===== src/rtl/simple_pkg.sv =====
// Shared encodings for the SIMPLE 16-bit core: FSM states, instruction
// fields and flag bit positions.
package simple_pkg;

  localparam logic [2:0] ST_IDLE   = 3'd0;
  localparam logic [2:0] ST_FETCH  = 3'd1;
  localparam logic [2:0] ST_DECODE = 3'd2;
  localparam logic [2:0] ST_EXEC   = 3'd3;
  localparam logic [2:0] ST_MEM    = 3'd4;
  localparam logic [2:0] ST_WB     = 3'd5;
  localparam logic [2:0] ST_HALT   = 3'd6;

  localparam logic [1:0] OP_LD  = 2'b00;
  localparam logic [1:0] OP_ST  = 2'b01;
  localparam logic [1:0] OP_BR  = 2'b10;
  localparam logic [1:0] OP_ALU = 2'b11;

  localparam logic [3:0] OP3_CMP     = 4'b0101;
  localparam logic [3:0] OP3_ALU_MAX = 4'b1011;
  localparam logic [3:0] OP3_HLT     = 4'b1111;

  localparam logic [2:0] OP2_LI  = 3'b000;
  localparam logic [2:0] OP2_B   = 3'b100;
  localparam logic [2:0] OP2_BCC = 3'b111;

  localparam logic [2:0] COND_BE  = 3'b000;
  localparam logic [2:0] COND_BLT = 3'b001;
  localparam logic [2:0] COND_BLE = 3'b010;
  localparam logic [2:0] COND_BNE = 3'b011;

  localparam int FLAG_S = 3;
  localparam int FLAG_Z = 2;
  localparam int FLAG_C = 1;
  localparam int FLAG_V = 0;

  // ALU/shift group of op=11 updates the flag register; IN/OUT/HLT do not.
  function automatic logic is_alu_op3(input logic [3:0] op3);
    return (op3 <= OP3_ALU_MAX);
  endfunction

endpackage


===== src/rtl/branch_cond.sv =====
// Conditional-branch resolver: maps a 3-bit condition code and the SZCV
// flags to a taken decision.
module branch_cond
  import simple_pkg::*;
(
  input  logic [2:0] cond,
  input  logic [3:0] flags,
  output logic       taken
);

  logic lt_s;

  assign lt_s = flags[FLAG_S] ^ flags[FLAG_V];

  // Decode the condition code; unused codes are never taken.
  always_comb begin
    taken = 1'b0;
    case (cond)
      COND_BE:  taken = flags[FLAG_Z];
      COND_BLT: taken = lt_s;
      COND_BLE: taken = flags[FLAG_Z] | lt_s;
      COND_BNE: taken = ~flags[FLAG_Z];
      default:  taken = 1'b0;
    endcase
  end

endmodule


===== src/rtl/phase_controller.sv =====
// Multi-cycle fetch/decode/execute/memory/writeback sequencer for the SIMPLE
// core; owns every datapath strobe and the architectural SZCV flag register.
module phase_controller
  import simple_pkg::*;
(
  input  logic        clock,
  input  logic        reset,
  input  logic        run,
  input  logic [15:0] ir_data,
  input  logic [3:0]  alu_flags,
  input  logic        mem_ready,
  output logic        mem_req,
  output logic        mem_we,
  output logic        addr_sel_pc,
  output logic        ir_load,
  output logic        pc_inc,
  output logic        pc_load,
  output logic        reg_read,
  output logic        alu_latch,
  output logic        reg_write,
  output logic        wb_sel_mem,
  output logic [3:0]  flags,
  output logic        halted,
  output logic [2:0]  state
);

  logic [2:0] state_r;
  logic [2:0] next_state_s;
  logic [3:0] flags_r;
  logic [1:0] op_s;
  logic [2:0] op2_s;
  logic [2:0] cond_s;
  logic [3:0] op3_s;
  logic       is_alu_s;
  logic       taken_s;
  logic       unused_ir_s;

  assign op_s        = ir_data[15:14];
  assign op2_s       = ir_data[13:11];
  assign cond_s      = ir_data[10:8];
  assign op3_s       = ir_data[7:4];
  assign unused_ir_s = ^ir_data[3:0];
  assign is_alu_s    = (op_s == OP_ALU) && is_alu_op3(op3_s);

  branch_cond u_branch_cond (
    .cond  (cond_s),
    .flags (flags_r),
    .taken (taken_s)
  );

  // State and flag registers; reset dominates every other input.
  always_ff @(posedge clock) begin
    if (reset) begin
      state_r <= ST_IDLE;
      flags_r <= 4'b0000;
    end else begin
      state_r <= next_state_s;
      if ((state_r == ST_EXEC) && is_alu_s) begin
        flags_r <= alu_flags;
      end else begin
        flags_r <= flags_r;
      end
    end
  end

  // Next-state selection; IR is stable from DECODE onward.
  always_comb begin
    next_state_s = state_r;
    case (state_r)
      ST_IDLE:   next_state_s = run ? ST_FETCH : ST_IDLE;
      ST_FETCH:  next_state_s = mem_ready ? ST_DECODE : ST_FETCH;
      ST_DECODE: next_state_s = ST_EXEC;
      ST_EXEC: begin
        case (op_s)
          OP_ALU: begin
            if (is_alu_s) begin
              next_state_s = (op3_s == OP3_CMP) ? ST_FETCH : ST_WB;
            end else if (op3_s == OP3_HLT) begin
              next_state_s = ST_HALT;
            end else begin
              next_state_s = ST_FETCH;
            end
          end
          OP_LD, OP_ST: next_state_s = ST_MEM;
          OP_BR: next_state_s = (op2_s == OP2_LI) ? ST_WB : ST_FETCH;
          default: next_state_s = ST_FETCH;
        endcase
      end
      ST_MEM: begin
        if (mem_ready) begin
          next_state_s = (op_s == OP_LD) ? ST_WB : ST_FETCH;
        end else begin
          next_state_s = ST_MEM;
        end
      end
      ST_WB:   next_state_s = ST_FETCH;
      ST_HALT: next_state_s = run ? ST_FETCH : ST_HALT;
      default: next_state_s = ST_IDLE;
    endcase
  end

  // Strobe decode from the registered state; only FETCH handshakes qualify on mem_ready.
  always_comb begin
    mem_req     = 1'b0;
    mem_we      = 1'b0;
    addr_sel_pc = 1'b0;
    ir_load     = 1'b0;
    pc_inc      = 1'b0;
    pc_load     = 1'b0;
    reg_read    = 1'b0;
    alu_latch   = 1'b0;
    reg_write   = 1'b0;
    wb_sel_mem  = 1'b0;
    halted      = 1'b0;
    case (state_r)
      ST_FETCH: begin
        mem_req     = 1'b1;
        addr_sel_pc = 1'b1;
        if (mem_ready) begin
          ir_load = 1'b1;
          pc_inc  = 1'b1;
        end else begin
          ir_load = 1'b0;
          pc_inc  = 1'b0;
        end
      end
      ST_DECODE: reg_read = 1'b1;
      ST_EXEC: begin
        case (op_s)
          OP_ALU:       alu_latch = is_alu_s;
          OP_LD, OP_ST: alu_latch = 1'b1;
          OP_BR: begin
            if (op2_s == OP2_B) begin
              pc_load = 1'b1;
            end else if (op2_s == OP2_BCC) begin
              pc_load = taken_s;
            end else begin
              pc_load = 1'b0;
            end
          end
          default: alu_latch = 1'b0;
        endcase
      end
      ST_MEM: begin
        mem_req = 1'b1;
        mem_we  = (op_s == OP_ST);
      end
      ST_WB: begin
        reg_write  = 1'b1;
        wb_sel_mem = (op_s == OP_LD);
      end
      ST_HALT: halted = 1'b1;
      default: halted = 1'b0;
    endcase
  end

  assign flags = flags_r;
  assign state = state_r;

endmodule

===== config.mk =====
export PLATFORM = sky130hd
export DESIGN_NAME = phase_controller
export DESIGN_NICKNAME = d
export VERILOG_FILES = /design/src/rtl/simple_pkg.sv /design/src/rtl/branch_cond.sv /design/src/rtl/phase_controller.sv
export SDC_FILE = /design/constraint.sdc
export NUM_CORES = 1
export LEC_CHECK = 0
export ABC_AREA = 1
export CORE_UTILIZATION = 30
export DETAILED_ROUTE_END_ITERATION = 6
export PLACE_DENSITY = 0.86
export SLEW_MARGIN = 20
export SYNTH_ARGS = -nofsm -noshare
export SYNTH_HDL_FRONTEND = slang
export SYNTH_SLANG_ARGS = --single-unit

===== constraint.sdc =====
create_clock -name clock -period 1.1 [get_ports clock]
set_input_delay 0.11 -clock clock [delete_from_list [all_inputs] [get_ports clock]]
set_output_delay 0.11 -clock clock [all_outputs]
set_load 0.01 [all_outputs]

==> flow_metrics.env <==
export IMPL_status="finished with violations"
export IMPL_violations="negative setup slack"
export IMPL_coreArea_um2=1745
export IMPL_p_leak_nw=0.6241
export IMPL_wl_per_cell_um=12.13
export IMPL_min_period_ns=1.338
export IMPL_grt_pass1_wl_mm=3.381
export IMPL_dieArea_um2=2045
export IMPL_fin_ws_ns=-0.2376
export IMPL_insertion_delay_ns=0.25
export IMPL_required_ns=0.99
export IMPL_pin_count=42
export IMPL_gp_congestion=0.7765
export IMPL_rows=15
export IMPL_syn_area_um2=560.5
export IMPL_ir_worst_vdd_mv=0.6450
export IMPL_busiest_layer="met2"
export IMPL_grt_pass1_vias=824
export IMPL_grt_overflow=0
export IMPL_place_hpwl_mm=1.512
export IMPL_clock_sinks=7
export IMPL_nets=188
export IMPL_synth_cells=98
export IMPL_synth_nets=122
export IMPL_clkTransAtPathRegs_ns=0.05
export IMPL_yosysSeqAreaShare=0.2500
export IMPL_tightestPinTransition_ns=0.2128
export IMPL_drive_above_1_share=0.4908
export IMPL_die_w_um=45.23
export IMPL_die_h_um=45.23
export IMPL_rsz0062_at_grt="yes"
export IMPL_crit_family="flip-flops"
export IMPL_max_freq_mhz=747.6
export IMPL_drv_slew=0
export IMPL_antenna_found_initial=0
export IMPL_io_buffers=37
export IMPL_wirelength_mm=2.281
export IMPL_met3_usage=0.03200
export IMPL_hold_viol=0
export IMPL_synth_seq_cells=7
export IMPL_place_ws_ns=-0.6731
export IMPL_cts_tree="done"
export IMPL_use_met1=0.2567
export IMPL_drt_first_pass_iters=4
export IMPL_finalSetupViolations=13
export IMPL_synth_cell_types=20
export IMPL_path_buf_inv=2
export IMPL_vias_per_cell=4.718
export IMPL_endpoint_kind="output pin"
export IMPL_avgSynthCellArea_um2=5.720
export IMPL_maxSlewHeadroom=0.8570
export IMPL_via_count=887
export IMPL_cp_cell_sequence="inv_2 > nand3_2 > nor2_1 > nand2_1 > a21oi_1 > buf_2"
export IMPL_crit_arrival_ns=1.23
export IMPL_ant_nets=0
export IMPL_cp_slowest_cell="dfxtp_2"
export IMPL_root_buffer="clkbuf_4"
export IMPL_start_util=0.3211
export IMPL_path_class="reg -> out"
export IMPL_finalCritPeriodShare=1.216
export IMPL_syn2layout_area_growth_pct=129.2
export IMPL_cap_violations=0
export IMPL_clock_skew_ns=0.001386
export IMPL_fin_tns_setup_ns=-1.580
export IMPL_worstPathMaxFanout=3
export IMPL_synth_warnings=0
export IMPL_max_stage_delay_ns=0.33
export IMPL_hp_class="in -> reg"
export IMPL_design_power_total_mw=0.9219
export IMPL_grt_max_degree=8
export IMPL_powerDensity_nw_per_um2=717.5
export IMPL_drc_errors=0
export IMPL_cts_buffer_depth=2
export IMPL_startpoint_type="flop"
export IMPL_cts_buffers=3
export IMPL_grt_usage=0.2267
export IMPL_grtUsageMet2=0.4029
export IMPL_drt_iter0_markers=18
export IMPL_antenna_cells=0
export IMPL_htreeDepth=1
[Yosys cell counts (all sizes together)]
library cell	n	area, µm²
buf	1	7.510
dfxtp	7	140.1
o21ai	7	35.03
nand4	1	6.260
o211ai	1	7.510
nand3	6	35.03
a31oi	1	6.260
nor3	5	36.29
nor2	15	66.32
a21oi	9	48.80
inv	20	75.07
nand2	25	96.35
[through the flow]
| step | utilization | cell area [µm²] | hold WS (ns) | instances |
|---|---|---|---|---|
| after detailed placement | 0.6344 | 1107 | 0.5130 | 179 |
| after floorplan | - | 563.0 | 0.1651 | 98 |
| after global routing | 0.7362 | 1285 | 0.4610 | 188 |
| after CTS | 0.7047 | 1230 | 0.4044 | 186 |
| after global placement | 0.6344 | 1107 | 0.5070 | 179 |
| final | 0.7362 | 1285 | 0.4172 | 188 |
[flip-flops by register name, summed over array words and instances, names as in the netlist]
register and count:
state 3, flags 4
[placed cells by master (no fill, tap or decap), types with 4 or more instances in the layout]
cell	synthesis	routed
nor2_4	1	4
a21oi_1	8	7
inv_2	4	9
buf_2	0	7
nor2_1	13	8
buf_6	0	17
dlygate4sd2_1	0	8
inv_1	16	8
buf_4	1	15
clkdlybuf4s50_1	0	14
nand2_1	24	22
[final cells by class]
cell class	instances	area, µm²
Fill cell	138	460.4
Inverter	20	82.58
Clock buffer	4	26.28
Multi-Input combinational cell	70	431.7
Tap cell	25	31.28
Sequential cell	7	153.9
Timing Repair Buffer	62	559.3
[routing by layer]
layer	up-vias	wire length [µm]	part of all wire
met5	-	0	0
met4	0	48	0.021
met3	7	107	0.047
met2	38	1205	0.53
met1	401	921	0.40
li1	441	-	-
[power by group]
part | switching [mW] | internal, mW | total [mW]
Clock | 0.0967 | 0.139 | 0.235
Combinational | 0.181 | 0.227 | 0.408
Sequential | 0.0167 | 0.262 | 0.279
[cells by family after synthesis]
logic type,after synthesis,share of synthesized area
AND/OR/NAND/NOR,52,0.4286
flip-flops,7,0.2500
buffers and inverters,21,0.1473
AO/OA/AOI/OAI,18,0.1741
[final timing paths]
path,start,endpoint,slack [ns],cells past startpoint
setup / recovery,state[2]$_SDFF_PP0_,pc_load,-0.24,6
hold / removal,ir_data[14],state[2]$_SDFF_PP0_,0.42,5
setup reg to reg,state[0]$_SDFF_PP0_,state[0]$_SDFF_PP0_,-0.17,10
hold reg to reg,flags[1]$_SDFFE_PP0P_,flags[1]$_SDFFE_PP0P_,0.52,2
[worst min-delay path: stages]
cell and delay (ns):
dlygate4sd2_1 0.27, nand2_1 0.08, nand2_1 0.06, nand2_1 0.06
a21oi_1 0.06
[what timing repair did]
item / CTS / global route
resized for setup: 106 / 18
setup endpoints to repair: 25 / 20
pin swaps: 10 / 7
setup buffers: 3 / 5
hold buffers: 0 / 0
Power figures use the tool's default switching activity.
